### src/rtl/result_drain.sv
// Output stage for the 2x2 systolic array: captures a tile on each clear and streams it as bytes.
// Optional macro RESULT_DRAIN_SAT8_EN: saturate each element to int8 and send 4 bytes per tile.
module result_drain #(
    parameter int DATA_W = 16
) (
    input  logic              clk,
    input  logic              rst_n,
    input  logic              enable,
    input  logic              clear,
    input  logic [DATA_W-1:0] c00,
    input  logic [DATA_W-1:0] c01,
    input  logic [DATA_W-1:0] c10,
    input  logic [DATA_W-1:0] c11,
    input  logic              out_ready,
    output logic              out_valid,
    output logic [7:0]        out_data,
    output logic              busy,
    output logic              overrun
);

`ifdef RESULT_DRAIN_SAT8_EN
    localparam int ELEM_W = 8;
    localparam int IDX_W  = 2;
`else
    localparam int ELEM_W = 16;
    localparam int IDX_W  = 3;
`endif

    typedef logic [3:0][ELEM_W-1:0] tile_t;
    typedef enum logic {IDLE, SEND} state_t;

    function automatic logic [7:0] sat8(input logic signed [15:0] v);
        if (v > 16'sd127)
            return 8'h7F;
        else if (v < -16'sd128)
            return 8'h80;
        else
            return v[7:0];
    endfunction

    function automatic logic [7:0] pick(input tile_t t, input logic [IDX_W-1:0] idx);
`ifdef RESULT_DRAIN_SAT8_EN
        return t[idx];
`else
        return idx[0] ? t[idx[2:1]][15:8] : t[idx[2:1]][7:0];
`endif
    endfunction

    logic signed [15:0] ext [4];
    tile_t              new_tile;

    assign ext[0] = 16'($signed(c00));
    assign ext[1] = 16'($signed(c01));
    assign ext[2] = 16'($signed(c10));
    assign ext[3] = 16'($signed(c11));

    always_comb begin
        new_tile = '0;
        for (int i = 0; i < 4; i++) begin
`ifdef RESULT_DRAIN_SAT8_EN
            new_tile[i] = sat8(ext[i]);
`else
            new_tile[i] = ext[i];
`endif
        end
    end

    state_t           state, state_n;
    logic             armed, armed_n;
    logic             overrun_n;
    logic             shadow_full, shadow_full_n;
    tile_t            drain, drain_n;
    tile_t            shadow, shadow_n;
    logic [IDX_W-1:0] idx, idx_n;

    logic capture;
    logic accept;
    logic last_accept;

    assign capture     = enable && clear && armed;
    assign accept      = (state == SEND) && out_ready;
    assign last_accept = accept && (idx == {IDX_W{1'b1}});

    // The shadow frees up on last-byte acceptance, so a coinciding capture never overruns.
    always_comb begin
        state_n       = state;
        armed_n       = armed;
        overrun_n     = overrun;
        shadow_full_n = shadow_full;
        drain_n       = drain;
        shadow_n      = shadow;
        idx_n         = idx;
        if (!enable) begin
            state_n       = IDLE;
            armed_n       = 1'b0;
            overrun_n     = 1'b0;
            shadow_full_n = 1'b0;
            idx_n         = '0;
        end else begin
            if (clear)
                armed_n = 1'b1;
            if (state == IDLE) begin
                if (capture) begin
                    drain_n = new_tile;
                    idx_n   = '0;
                    state_n = SEND;
                end
            end else begin
                if (accept)
                    idx_n = idx + IDX_W'(1);
                if (last_accept) begin
                    if (shadow_full) begin
                        drain_n       = shadow;
                        idx_n         = '0;
                        shadow_full_n = 1'b0;
                    end else if (!capture) begin
                        state_n = IDLE;
                    end
                end
                if (capture) begin
                    if (last_accept && !shadow_full) begin
                        drain_n = new_tile;
                        idx_n   = '0;
                    end else if (!shadow_full || last_accept) begin
                        shadow_n      = new_tile;
                        shadow_full_n = 1'b1;
                    end else begin
                        overrun_n = 1'b1;
                    end
                end
            end
        end
    end

    always_ff @(posedge clk or negedge rst_n) begin
        if (!rst_n) begin
            state       <= IDLE;
            armed       <= 1'b0;
            overrun     <= 1'b0;
            shadow_full <= 1'b0;
            drain       <= '0;
            shadow      <= '0;
            idx         <= '0;
            out_valid   <= 1'b0;
            out_data    <= 8'h00;
        end else begin
            state       <= state_n;
            armed       <= armed_n;
            overrun     <= overrun_n;
            shadow_full <= shadow_full_n;
            drain       <= drain_n;
            shadow      <= shadow_n;
            idx         <= idx_n;
            out_valid   <= (state_n == SEND);
            out_data    <= (state_n == SEND) ? pick(drain_n, idx_n) : 8'h00;
        end
    end

    assign busy = (state == SEND) || shadow_full;

endmodule

### config.mk
export PLATFORM = sky130hd
export DESIGN_NAME = result_drain
export DESIGN_NICKNAME = d
export VERILOG_FILES = /design/src/rtl/result_drain.sv
export SDC_FILE = /design/constraint.sdc
export NUM_CORES = 1
export LEC_CHECK = 0
export CAP_MARGIN = 25
export CORE_AREA = 5 5 141 157
export DETAILED_ROUTE_END_ITERATION = 12
export DIE_AREA = 0 0 146 162
export PLACE_DENSITY = 0.69
export SLEW_MARGIN = 20
export SYNTH_ARGS = -nofsm -noshare
export SYNTH_HDL_FRONTEND = slang
export SYNTH_SLANG_ARGS = --single-unit
### constraint.sdc
create_clock -name clk -period 3.1 [get_ports clk]
set_input_delay 0.465 -clock clk [delete_from_list [all_inputs] [get_ports clk]]
set_output_delay 0.465 -clock clk [all_outputs]
set_load 0.1 [all_outputs]
==> metrics.md, run 1 <==
| Metric | Value |
|---|---|
| Drt initial violations | `671` |
| Yosys warning total | `0` |
| Clock skew | `roughly 0.0049 ns` |
| Clock network fraction of design power | `0.362` |
| Post-route ant nets | `0` |
| Sw Share | `0.296` |
| Worst EP required | `3.41 ns` |
| Number of flops mapped to enable cells by yosys | `0` |
| Crit path largest cell delay | `about 0.40 ns` |
| GRT Overall Usage | `0.231` |
| Register bit total from synthesis | `143` |
| Via count | `7316` |
| Rows | `55` |
| CP Max Fanout | `13` |
| Logic pwr share | `0.220` |
| Syn_area_per_cell | `10.2 um^2` |
| RSZ-0062 raised after global routing | `false` |
| Net Count, Synth | `859` |
| CP most frequent cell | `buf_4` |
| Pre-antenna DRT Iters | `7` |
| Number of vias per cell | `6.32` |
| Worst EP arrival | `3.14 ns` |
| Routed len/inst | `23.7 um` |
| Die X | `~150 um` |
| VDD IR max | `0.000351 V` |
| Number of nets in the finished design | `961` |
| Final GP Congestion | `0.940` |
| Total grt overflow | `0` |
| CP delay by family, top | `simple AND/OR/NAND/NOR gates` |
| Post-Route WL | `27.4 mm` |
| Post-synth ARST share | `1.00` |
| Post-Syn Area | `8000 um^2` |
| Port bufs | `a little under 80` |
| Worst skew pair latency | `0.43 ns` |
| Clock sink count | `143` |
| Setup violations, final | `0` |
| Clock Tree Buf Depth | `2` |
| Flop pwr share | `0.418` |
| Hold Violations, Final | `0` |
| HP Class | `input pin to async pin` |
| CTS root buffer | `clkbuf_16` |
| Rel. slew slack | `0.484` |
| Post-synthesis sequential area ratio | `0.447` |
| Residual DRC | `0` |
| Num CTS Buffers | `17` |
| First-pass GRT wire length | `42.8 mm` |
| Slew Limit Fails | `0` |
| Pin count of the biggest net entering global routing | `78` |
| Slew @ Worst Pin | `0.774 ns` |
| # diodes | `0` |
| Worst path bufs/invs | `2` |
| Die Y | `162 um` |
| Clock slew at reported path FFs | `0.06 ns` |
| Ys flop type | `dfrtp_1` |
| CTS tree | `done` |
| Final critical-path share of the clock period | `0.911` |
| Initial antenna violation count | `0` |
| Htree depth | `4` |
| Status | `finished clean` |
| Core ar. | `20300 um^2` |
| Minimum clock period | `2.83 ns` |
| Power Internal | `around 4.3 mW` |
| Setup TNS | `0 ns` |
| Psw | `1.80 mW` |
| FMAX | `354 MHz` |
| CP max stage cell | `a221oi_1` |
| Post-Synthesis Cells | `between 700 and 800` |
| Initial Util | `0.394` |
| LEAKAGE | `4.35 nW` |
| Vias in the first global route | `7278` |
| Critical Setup Path Class | `flip-flop to flip-flop` |
| Critical path startpoint category | `flip-flop` |
| PD cells | `607 nW/um^2` |
| Max-cap viol count | `0` |
| Fillers | `1856` |
| Area Growth Syn to Fin | `25.2%` |
| I/O pin count | `80` |
| Die area | `23700 um^2` |
| Worst path cell trace | `ha_1 > ha_2 > buf_4 > and2_1 > nand3_1 > buf_4 > a221oi_1 > or4_1 > nand4_1 > o311a_1` |
| Total chip power | `roughly 6.1 mW` |
| Critical Path Sink Type | `flip-flop` |
| Yosys cell types | `73` |
| Layout cells sized above 1 | `0.234` |
| Post-DP HPWL | `19.3 mm` |
## power groups by stage
stage	clock network, mW	logic, mW	registers (mW)
after floorplan	0	0.823	2.55
after global placement	0	1.29	2.54
final	2.21	1.34	2.54
after CTS	2.22	1.33	2.53
after global routing	2.30	1.45	2.59
after detailed placement	0	1.32	2.56
## per-stage QoR
stage	area [um^2]	setup WS (ns)	utilization	cells	hold slack, ns
6_report	10000	0.275	0.493	1157	0.0658
5_1_grt	10000	0.0874	0.493	1157	0.123
4_1_cts	10000	0.0376	0.493	1157	0.109
3_5_place_dp	9390	0.0604	0.463	1127	0.454
3_3_place_gp	9390	0.0530	0.463	1127	0.447
2_1_floorplan	8000	0.228	-	788	0.169
## layout make-up
type	instances	area [um^2]	share of cell area
timing repair buffer	153	1410	0.141
multi-input combinational	552	4000	0.400
tap	256	320	0.0320
sequential	143	3580	0.357
inverter	23	87.6	0.00874
clock inverter	10	161	0.0161
clock buffer	20	457	0.0456
## per-layer routing
layer | vias to the layer above | track usage | wire length, um
li1 | 3258 | - | -
met1 | 3668 | 0.309 | 11800
met2 | 335 | 0.374 | 13000
met3 | 55 | 0.0522 | 1850
met4 | 0 | 0.0787 | 760
met5 | - | 0 | 0
## repair_timing
item	4_1_cts	5_1_grt
hold buffers	0	0
setup endpoints to repair	0	4
setup buffers	0	0
resized for setup	0	3
## cells by family after synthesis
| family | after synthesis | share of synthesized area |
|---|---|---|
| flip-flops | 143 | 0.447 |
| AND/OR/NAND/NOR | 182 | 0.123 |
| multiplexers | 79 | 0.110 |
| buffers and inverters | 93 | 0.0533 |
| adder cells (fa/ha/maj) | 2 | 0.00313 |
| AO/OA/AOI/OAI | 289 | 0.263 |
## registers in the layout, summed over array words and instances (netlist names)
signal / count
state: 1
out_data: 8
drain: 64
armed: 1
overrun: 1
idx: 3
shadow_full: 1
shadow: 64
## placed cells by master, fill, tap and decap left out, drive strengths merged, types with 4 or more instances in the layout
master / synthesis / routed
dfrtp: 143 / 143
buf: 46 / 86
mux2: 73 / 73
clkdlybuf4s50: 0 / 67
o21ai: 54 / 54
nand2: 43 / 43
a21oi: 34 / 34
nor2: 28 / 28
and3: 25 / 25
a211oi: 24 / 24
nand3: 23 / 23
inv: 22 / 23
a221oi: 21 / 21
clkbuf: 24 / 20
a22oi: 19 / 19
a21o: 17 / 17
o22ai: 17 / 17
a221o: 15 / 15
nor3: 12 / 12
a22o: 11 / 11
nand4: 10 / 10
o211ai: 9 / 9
a31oi: 7 / 7
nand2b: 7 / 7
and2: 6 / 6
mux2i: 6 / 6
and4: 6 / 6
nor2b: 5 / 5
nand4b: 5 / 5
a211o: 5 / 5
o311a: 5 / 5
a311oi: 5 / 5
a32o: 4 / 4
a32oi: 4 / 4
a222oi: 4 / 4
o32ai: 4 / 4
or2: 4 / 4
bufinv: 0 / 4
## synthesized netlist by cell type, types with 4 or more instances
| master | number | area (um^2) |
|---|---|---|
| and3_1 | 25 | 156 |
| a211oi_1 | 24 | 180 |
| o22ai_1 | 17 | 106 |
| a311oi_1 | 5 | 43.8 |
| nand4b_1 | 5 | 43.8 |
| o21ai_0 | 50 | 250 |
| a32oi_1 | 4 | 35.0 |
| a31oi_1 | 7 | 43.8 |
| buf_1 | 5 | 18.8 |
| buf_2 | 34 | 170 |
| nand2_2 | 4 | 25.0 |
| a32o_1 | 4 | 40.0 |
| a21o_1 | 17 | 128 |
| inv_1 | 19 | 71.3 |
| a22oi_1 | 19 | 143 |
| and2_1 | 6 | 37.5 |
| nand2_1 | 39 | 146 |
| mux2_2 | 71 | 800 |
| o311a_1 | 5 | 50.1 |
| o211ai_1 | 9 | 67.6 |
| and4_1 | 6 | 52.6 |
| a222oi_1 | 4 | 40.0 |
| o21ai_1 | 4 | 20.0 |
| a21oi_1 | 31 | 155 |
| a22o_1 | 11 | 96.3 |
| nor2b_1 | 5 | 31.3 |
| dfrtp_1 | 143 | 3580 |
| a211o_1 | 5 | 43.8 |
| nor2_1 | 28 | 105 |
| buf_4 | 5 | 37.5 |
| nand4_1 | 10 | 62.6 |
| a221oi_1 | 21 | 184 |
| nand3_1 | 23 | 115 |
| nor3_1 | 10 | 50.1 |
| clkbuf_1 | 24 | 90.1 |
| o32ai_1 | 4 | 35.0 |
| nand2b_1 | 7 | 43.8 |
| a221o_1 | 15 | 150 |
| or2_2 | 4 | 25.0 |
| mux2i_1 | 6 | 60.1 |
## worst paths after layout
kind | to | depth (start not counted) | start | slack [ns]
setup / recovery | out_data[0]$_DFF_PN0_ | 10 | idx[0]$_DFF_PN0_ | 0.27
hold / removal | shadow[28]$_DFFE_PN0P_ | 1 | rst_n | 0.07
setup reg to reg | out_data[0]$_DFF_PN0_ | 10 | idx[0]$_DFF_PN0_ | 0.27
hold reg to reg | drain[5]$_DFF_PN0_ | 2 | drain[5]$_DFF_PN0_ | 0.47
max in group asynchronous | drain[22]$_DFF_PN0_ | 2 | rst_n | 2.21
min in group clk | drain[5]$_DFF_PN0_ | 2 | drain[5]$_DFF_PN0_ | 0.47
No activity file was read; power rests on OpenSTA's default activity.
==> run 2, diff against run 1 <==
--- a/config.mk
+++ b/config.mk
@@ -6,10 +6,10 @@
 export NUM_CORES = 1
 export LEC_CHECK = 0
 export CAP_MARGIN = 25
-export CORE_AREA = 5 5 141 157
+export CORE_AREA = 5 5 118 132
 export DETAILED_ROUTE_END_ITERATION = 12
-export DIE_AREA = 0 0 146 162
-export PLACE_DENSITY = 0.69
+export DIE_AREA = 0 0 123 137
+export PLACE_DENSITY = 0.9
 export SLEW_MARGIN = 20
 export SYNTH_ARGS = -nofsm -noshare
 export SYNTH_HDL_FRONTEND = slang
==> run 2 against run 1 <==
- sequential share of layout area increased by 0.26 points
- fmax decreased by 7.2%
- combinational power about the same
- register-to-register slack got worse by 0.22 ns
- utilization increased by 21 points
- final area decreased by 0.71%
- critical path depth unchanged
- non-clock buffer count decreased by 4
- largest cell class unchanged
- largest power group unchanged
==> metrics.md, run 2 (synthesis gave the netlist of run 1 again) <==
| Metric | Value |
|---|---|
| Place WS | `0.0616 ns (+0.00122 ns)` |
| Area Growth Syn to Fin | `24.3%` |
| Max-cap viol count | `0 (unchanged)` |
| Clock Tree Buf Depth | `2 (unchanged)` |
| GRT Overall Usage | `0.323 (+0.0917)` |
| Crit path largest cell delay | `0.46 ns (+0.06 ns)` |
| LEAKAGE | `4.37 nW (+0.29%)` |
| Fin util | `0.705 (+0.212)` |
| Drt initial violations | `1086 (+62%)` |
| Worst EP arrival | `3.35 ns (+0.21 ns)` |
| Met1 usage | `0.414 (+0.105)` |
| Status | `finished clean` |
| Worst skew pair latency | `0.43 ns (about the same)` |
| Slew @ Worst Pin | `0.640 ns (-0.134 ns)` |
| Cells after DPL | `1058 (-6.1%)` |
| Vias in the first global route | `7830 (+7.6%)` |
| Slew Limit Fails | `0 (unchanged)` |
| Critical path depth in cells | `10 (unchanged)` |
| Final GP Congestion | `1.00 (+6.4%)` |
| Most frequent cells in the layout | `142 x dfrtp_1, 73 x buf_4, 71 x mux2_2` |
| Non-Filler Instances | `1091 (-5.7%)` |
| Via count | `7651 (+4.6%)` |
| Setup violations, final | `0 (unchanged)` |
| Start point of the critical path | `idx[1]$_DFF_PN0_` |
| Met2 Usage GRT | `0.507 (+0.133)` |
| Hold Slack | `0.463 ns (+0.398 ns)` |
| Die X | `123 um (-16%)` |
| Layer with the highest usage | `met2` |
| Final worst slack | `0.0554 ns (-0.219 ns)` |
| Pre-antenna DRT Iters | `5 (-2)` |
| Critical Path Sink Type | `flip-flop` |
| Die Y | `137 um (-15%)` |
| # diodes | `0 (unchanged)` |
| Minimum clock period | `3.04 ns (+0.219 ns)` |
| Post-Route WL | `26.4 mm (-3.6%)` |
| Crit path to | `out_data[0]$_DFF_PN0_` |
| CTS root buffer | `clkbuf_16` |
| Clock slew at reported path FFs | `0.06 ns (about the same)` |
| RSZ-0062 raised after global routing | `false` |
| Initial Util | `0.567 (+0.173)` |
| HP Class | `flip-flop to flip-flop` |
| WHS Path Cells | `2` |
| CTS tree | `done` |
| Rows | `46 (-16%)` |
| Hold Violations, Final | `0 (unchanged)` |
| I/O pin count | `80 (unchanged)` |
| Clock skew | `0.00949 ns (+0.00456 ns)` |
| Port bufs | `79 (unchanged)` |
| Num CTS Buffers | `17 (unchanged)` |
| Worst path bufs/invs | `2 (unchanged)` |
| Die area | `16900 um^2 (-29%)` |
| Initial antenna violation count | `0 (unchanged)` |
| Most common cell after layout, fill and taps aside | `dfrtp_1` |
| CP most frequent cell | `buf_4` |
| Setup TNS | `0 ns (unchanged)` |
| Htree depth | `4 (unchanged)` |
| Critical path startpoint category | `flip-flop` |
| First-pass GRT wire length | `41.9 mm (-2.1%)` |
| Layout cells sized above 1 | `0.230 (-0.00393)` |
| M3 GR Usage | `0.0781 (+0.0260)` |
| PD cells | `620 nW/um^2 (+2.1%)` |
| Total grt overflow | `0 (unchanged)` |
| Setup Fix Bufs, Post-CTS | `0 (unchanged)` |
| R2r endpoint | `out_data[0]$_DFF_PN0_` |
| Largest registers | `drain: 64 flops, shadow: 64 flops, out_data: 8 flops` |
| Critical Setup Path Class | `flip-flop to flip-flop` |
| Post-route ant nets | `0 (unchanged)` |
| CP Max Fanout | `11 (-2)` |
| Final critical-path share of the clock period | `0.982 (+0.0708)` |
| Number of vias per cell | `7.01 (+11%)` |
| Worst path cell trace | `ha_1 > ha_2 > buf_4 > and2_1 > nand3_1 > buf_4 > a221oi_1 > or4_1 > nand4_1 > o311a_1` |
| Setup slack, reg-to-reg | `0.06 ns (-0.22 ns)` |
| Post-DP HPWL | `18.3 mm (-5.3%)` |
| FMAX | `328 MHz (-7.2%)` |
| Worst EP required | `3.41 ns (about the same)` |
| Rel. slew slack | `0.563 (+0.0783)` |
| VDD IR max | `0.000443 V (+26%)` |
| CP max stage cell | `dfrtp_1` |
| RR Startpoint | `idx[1]$_DFF_PN0_` |
| Clock sink count | `143 (unchanged)` |
| CP delay by family, top | `simple AND/OR/NAND/NOR gates` |
| Residual DRC | `0 (unchanged)` |
| Count of cells along the worst register-to-register path | `10 (unchanged)` |
| Number of nets in the finished design | `957 (-0.42%)` |
| Core ar. | `14100 um^2 (-31%)` |
| Pin count of the biggest net entering global routing | `63 (-19%)` |
| Routed len/inst | `24.2 um (+2.2%)` |
-- run 2: worst min-delay path, delay by kind of cell, from the launching register on --
| kind | cells | cell delay, ns |
|---|---|---|
| AND/OR/NAND/NOR | 2 | 0.11 |
| flip-flops | 1 | 0.32 |
-- run 2: final cells by class --
class                      instances  area (um^2)
fill                            1020         4160
multi-input combinational        552         4000
sequential                       143         3580
timing repair buffer             149         1380
clock buffer                      23          508
tap                              192          240
clock inverter                     9          151
inverter                          23         87.6
-- run 2: how the worst min path moves through the flow --
stage | start | slack [ns] | end
floorplan | rst_n | 0.17 | armed$_DFFE_PN0P_
global placement | rst_n | 0.45 | shadow[2]$_DFFE_PN0P_
detailed placement | rst_n | 0.45 | shadow[2]$_DFFE_PN0P_
CTS | drain[13]$_DFF_PN0_ | 0.47 | drain[13]$_DFF_PN0_
global route | drain[13]$_DFF_PN0_ | 0.50 | drain[13]$_DFF_PN0_
finish | drain[13]$_DFF_PN0_ | 0.46 | drain[13]$_DFF_PN0_
-- run 2: repair_timing --
action / CTS / global route
hold endpoints to repair: 3 / 0
gates resized for setup: 0 / 1
setup endpoints to repair: 0 / 5
hold buffers: 1 / 0
-- run 2: per-stage QoR --
step	power [mW]	cell area, um^2
finish	6.17	9940
global route	6.40	9940
CTS	6.14	9940
detailed placement	3.87	9270
global placement	3.80	9270
floorplan	3.37	8000
-- run 2: report_power, final --
part           internal [mW]  switching [mW]  total [mW]
clock network           1.47           0.798        2.27
registers               2.29           0.268        2.56
logic                  0.613           0.723        1.34
-- run 2: per-layer routing --
metal | share of wire | wire (um)
met4 | 0.053 | 1410
met5 | 0 | 0
met3 | 0.099 | 2630
met2 | 0.47 | 12300
met1 | 0.38 | 10000
==> run 3, diff against run 2 <==
--- a/config.mk
+++ b/config.mk
@@ -6,10 +6,10 @@
 export NUM_CORES = 1
 export LEC_CHECK = 0
 export CAP_MARGIN = 25
-export CORE_AREA = 5 5 118 132
+export CORE_AREA = 5 5 115 128
 export DETAILED_ROUTE_END_ITERATION = 12
-export DIE_AREA = 0 0 123 137
-export PLACE_DENSITY = 0.9
+export DIE_AREA = 0 0 120 133
+export PLACE_DENSITY = 0.94
 export SLEW_MARGIN = 20
 export SYNTH_ARGS = -nofsm -noshare
 export SYNTH_HDL_FRONTEND = slang
==> constraint.sdc (replaced) <==
create_clock -name clk -period 3.52 [get_ports clk]
set_input_delay 0.528 -clock clk [delete_from_list [all_inputs] [get_ports clk]]
set_output_delay 0.528 -clock clk [all_outputs]
set_load 0.1 [all_outputs]
==> run 3 against run 2 <==
- combinational power is 12% lower
- largest power group unchanged
- worst setup slack improved by 0.23 ns
- die area shrank 5.3%
- sequential share of layout area is 0.78 points higher
- utilization is 1.8 points higher
- first-iteration DRC count up 34%
- power decreased by 13%
- global-route usage rose by 0.99 points
- clock skew down 0.0037 ns
==> metrics.md, run 3 (synthesis gave the netlist of run 1 again) <==
| Metric | Value |
|---|---|
| Layout cells sized above 1 | `0.198 (-0.0319)` |
| PD cells | `554 nW/um^2 (-11%)` |
| Minimum clock period | `3.23 ns (+0.188 ns)` |
| RSZ-0062 raised after global routing | `false` |
| Psw | `1.59 mW (-11%)` |
| Num CTS Buffers | `17 (unchanged)` |
| Most frequent cells in the layout | `142 x dfrtp_1, 76 x clkdlybuf4s50_1, 71 x mux2_2` |
| Flop pwr share | `0.419 (+0.004)` |
| Number of vias per cell | `7.50 (+6.9%)` |
| HP Class | `input pin to async pin` |
| Power Internal | `3.81 mW (-13%)` |
| Total grt overflow | `0 (unchanged)` |
| Worst skew pair latency | `0.44 ns (about the same)` |
| CTS tree | `done` |
| Area Growth Syn to Fin | `21.7%` |
| Die area | `16000 um^2 (-5.3%)` |
| CP most frequent cell | `ha_1` |
| Max-cap viol count | `0 (unchanged)` |
| CP Max Fanout | `13 (+2)` |
| Hold Slack | `0.140 ns (-0.324 ns)` |
| Critical Path Sink Type | `flip-flop` |
| Largest registers | `drain: 64 flops, shadow: 64 flops, out_data: 8 flops` |
| Most common cell after layout, fill and taps aside | `dfrtp_1` |
| Setup slack, reg-to-reg | `0.29 ns (+0.23 ns)` |
| GRT Overall Usage | `0.333 (+0.00989)` |
| Status | `finished clean` |
| Clock slew at reported path FFs | `0.06 ns (about the same)` |
| Die Y | `133 um (-2.9%)` |
| Clock Tree Buf Depth | `2 (unchanged)` |
| Setup violations, final | `0 (unchanged)` |
| Critical path startpoint category | `flip-flop` |
| # diodes | `0 (unchanged)` |
| Final worst slack | `0.288 ns (+0.232 ns)` |
| Logic pwr share | `0.219 (+0.002)` |
| Final GP Congestion | `1.10 (+10%)` |
| Htree depth | `4 (unchanged)` |
| Worst path cell trace | `ha_1 > ha_1 > and3_1 > and2_1 > buf_4 > o21ai_0 > a211oi_1 > nor3_1 > a221o_1` |
| LEAKAGE | `4.23 nW (-3.0%)` |
| Routed len/inst | `25.3 um (+4.6%)` |
| CP max stage cell | `a211oi_1` |
| Post-route ant nets | `0 (unchanged)` |
| Core ar. | `13500 um^2 (-4.6%)` |
| Crit path largest cell delay | `0.49 ns (+0.03 ns)` |
| Final critical-path share of the clock period | `0.918 (-0.0639)` |
| First-pass GRT wire length | `41.8 mm (about the same)` |
| Post-cts gate resize count | `0 (unchanged)` |
| Clock skew | `0.00579 ns (-0.00371 ns)` |
| Worst EP arrival | `3.55 ns (+0.20 ns)` |
| Via count | `7806 (+2.0%)` |
| Critical Setup Path Class | `flip-flop to flip-flop` |
| Pre-antenna DRT Iters | `9 (+4)` |
| Initial Util | `0.595 (+0.0272)` |
| Place WS | `0.167 ns (+0.105 ns)` |
| Worst EP required | `3.84 ns (+0.43 ns)` |
| Total chip power | `5.40 mW (-13%)` |
| VDD IR max | `0.000353 V (-20%)` |
| FMAX | `309 MHz (-5.8%)` |
| Port bufs | `79 (unchanged)` |
| Post-Route WL | `26.4 mm (-0.17%)` |
| Residual DRC | `0 (unchanged)` |
| Rel. slew slack | `0.345 (-0.218)` |
| Sw Share | `0.294 (+0.00375)` |
| Vias in the first global route | `7781 (-0.63%)` |
| Slew Limit Fails | `0 (unchanged)` |
| Initial antenna violation count | `0 (unchanged)` |
| Post-DP HPWL | `17.2 mm (-6.2%)` |
| Rows | `45 (-2.2%)` |
| Setup Fix Bufs, Post-CTS | `0 (unchanged)` |
| Clock network fraction of design power | `0.363 (-0.006)` |
| Hold Violations, Final | `0 (unchanged)` |
| Setup TNS | `0 ns (unchanged)` |
| CTS root buffer | `clkbuf_16` |
| Die X | `120 um (-2.4%)` |
| Number of nets in the finished design | `935 (-2.3%)` |
| Clock sink count | `143 (unchanged)` |
| Slew @ Worst Pin | `0.980 ns (+0.341 ns)` |
| I/O pin count | `80 (unchanged)` |
| Pin count of the biggest net entering global routing | `86 (+37%)` |
| Hold_buf cts | `0 (-1)` |
| Drt initial violations | `1450 (+34%)` |
run 3: cell count changes in the layout (fill, tap and decap cells not counted), sizes merged:
cell,change
inv,-1
dlygate4sd3,-1
clkdlybuf4s50,+9
clkinv,+1
buf,-30
run 3: cell type report:
class	count	area [um^2]
tap	164	205
inverter	23	87.6
clock buffer	23	488
timing repair buffer	127	1220
sequential	143	3580
clock inverter	9	155
fill	879	3720
multi-input combinational	552	4000
run 3: layer usage:
metal	part of all wire	vias to the layer above	track usage
li1	-	3224	-
met4	0.069	0	0.190
met5	0	-	0
met2	0.45	709	0.503
met1	0.35	3696	0.415
met3	0.13	177	0.117
run 3: power by group through the flow:
| stage | combinational, mW | clock (mW) | sequential [mW] |
|---|---|---|---|
| 2_1_floorplan | 0.725 | 0 | 2.24 |
| 3_3_place_gp | 1.09 | 0 | 2.24 |
| 3_5_place_dp | 1.13 | 0 | 2.26 |
| 4_1_cts | 1.15 | 1.96 | 2.24 |
| 5_1_grt | 1.26 | 2.03 | 2.29 |
| 6_report | 1.18 | 1.96 | 2.26 |
run 3: final timing paths:
check | startpoint | to | cells after the start
max in group asynchronous | rst_n | drain[0]$_DFF_PN0_ | 2
min in group clk | drain[5]$_DFF_PN0_ | drain[5]$_DFF_PN0_ | 2
worst max register to register | idx[1]$_DFF_PN0_ | out_data[6]$_DFF_PN0_ | 9
worst min register to register | drain[5]$_DFF_PN0_ | drain[5]$_DFF_PN0_ | 2
worst max-delay path | idx[1]$_DFF_PN0_ | out_data[6]$_DFF_PN0_ | 9
worst min-delay path | rst_n | shadow[61]$_DFFE_PN0P_ | 1
run 3: critical path, delay by kind of cell, from the launching register on:
family                     cells  cell delay (ns)
AOI/OAI and AO/OA              3             0.90
adders and majority gates      2             0.67
buffers and inverters          1             0.25
DFF                            1             0.44
and+or+nand+nor                3             0.87
run 3: stage by stage:
stage          cells  utilization  instance area, um^2
4_1_cts         1041        0.723                 9730
3_3_place_gp    1009        0.676                 9090
2_1_floorplan    788            -                 8000
5_1_grt         1041        0.723                 9730
3_5_place_dp    1009        0.676                 9090
6_report        1041        0.723                 9730
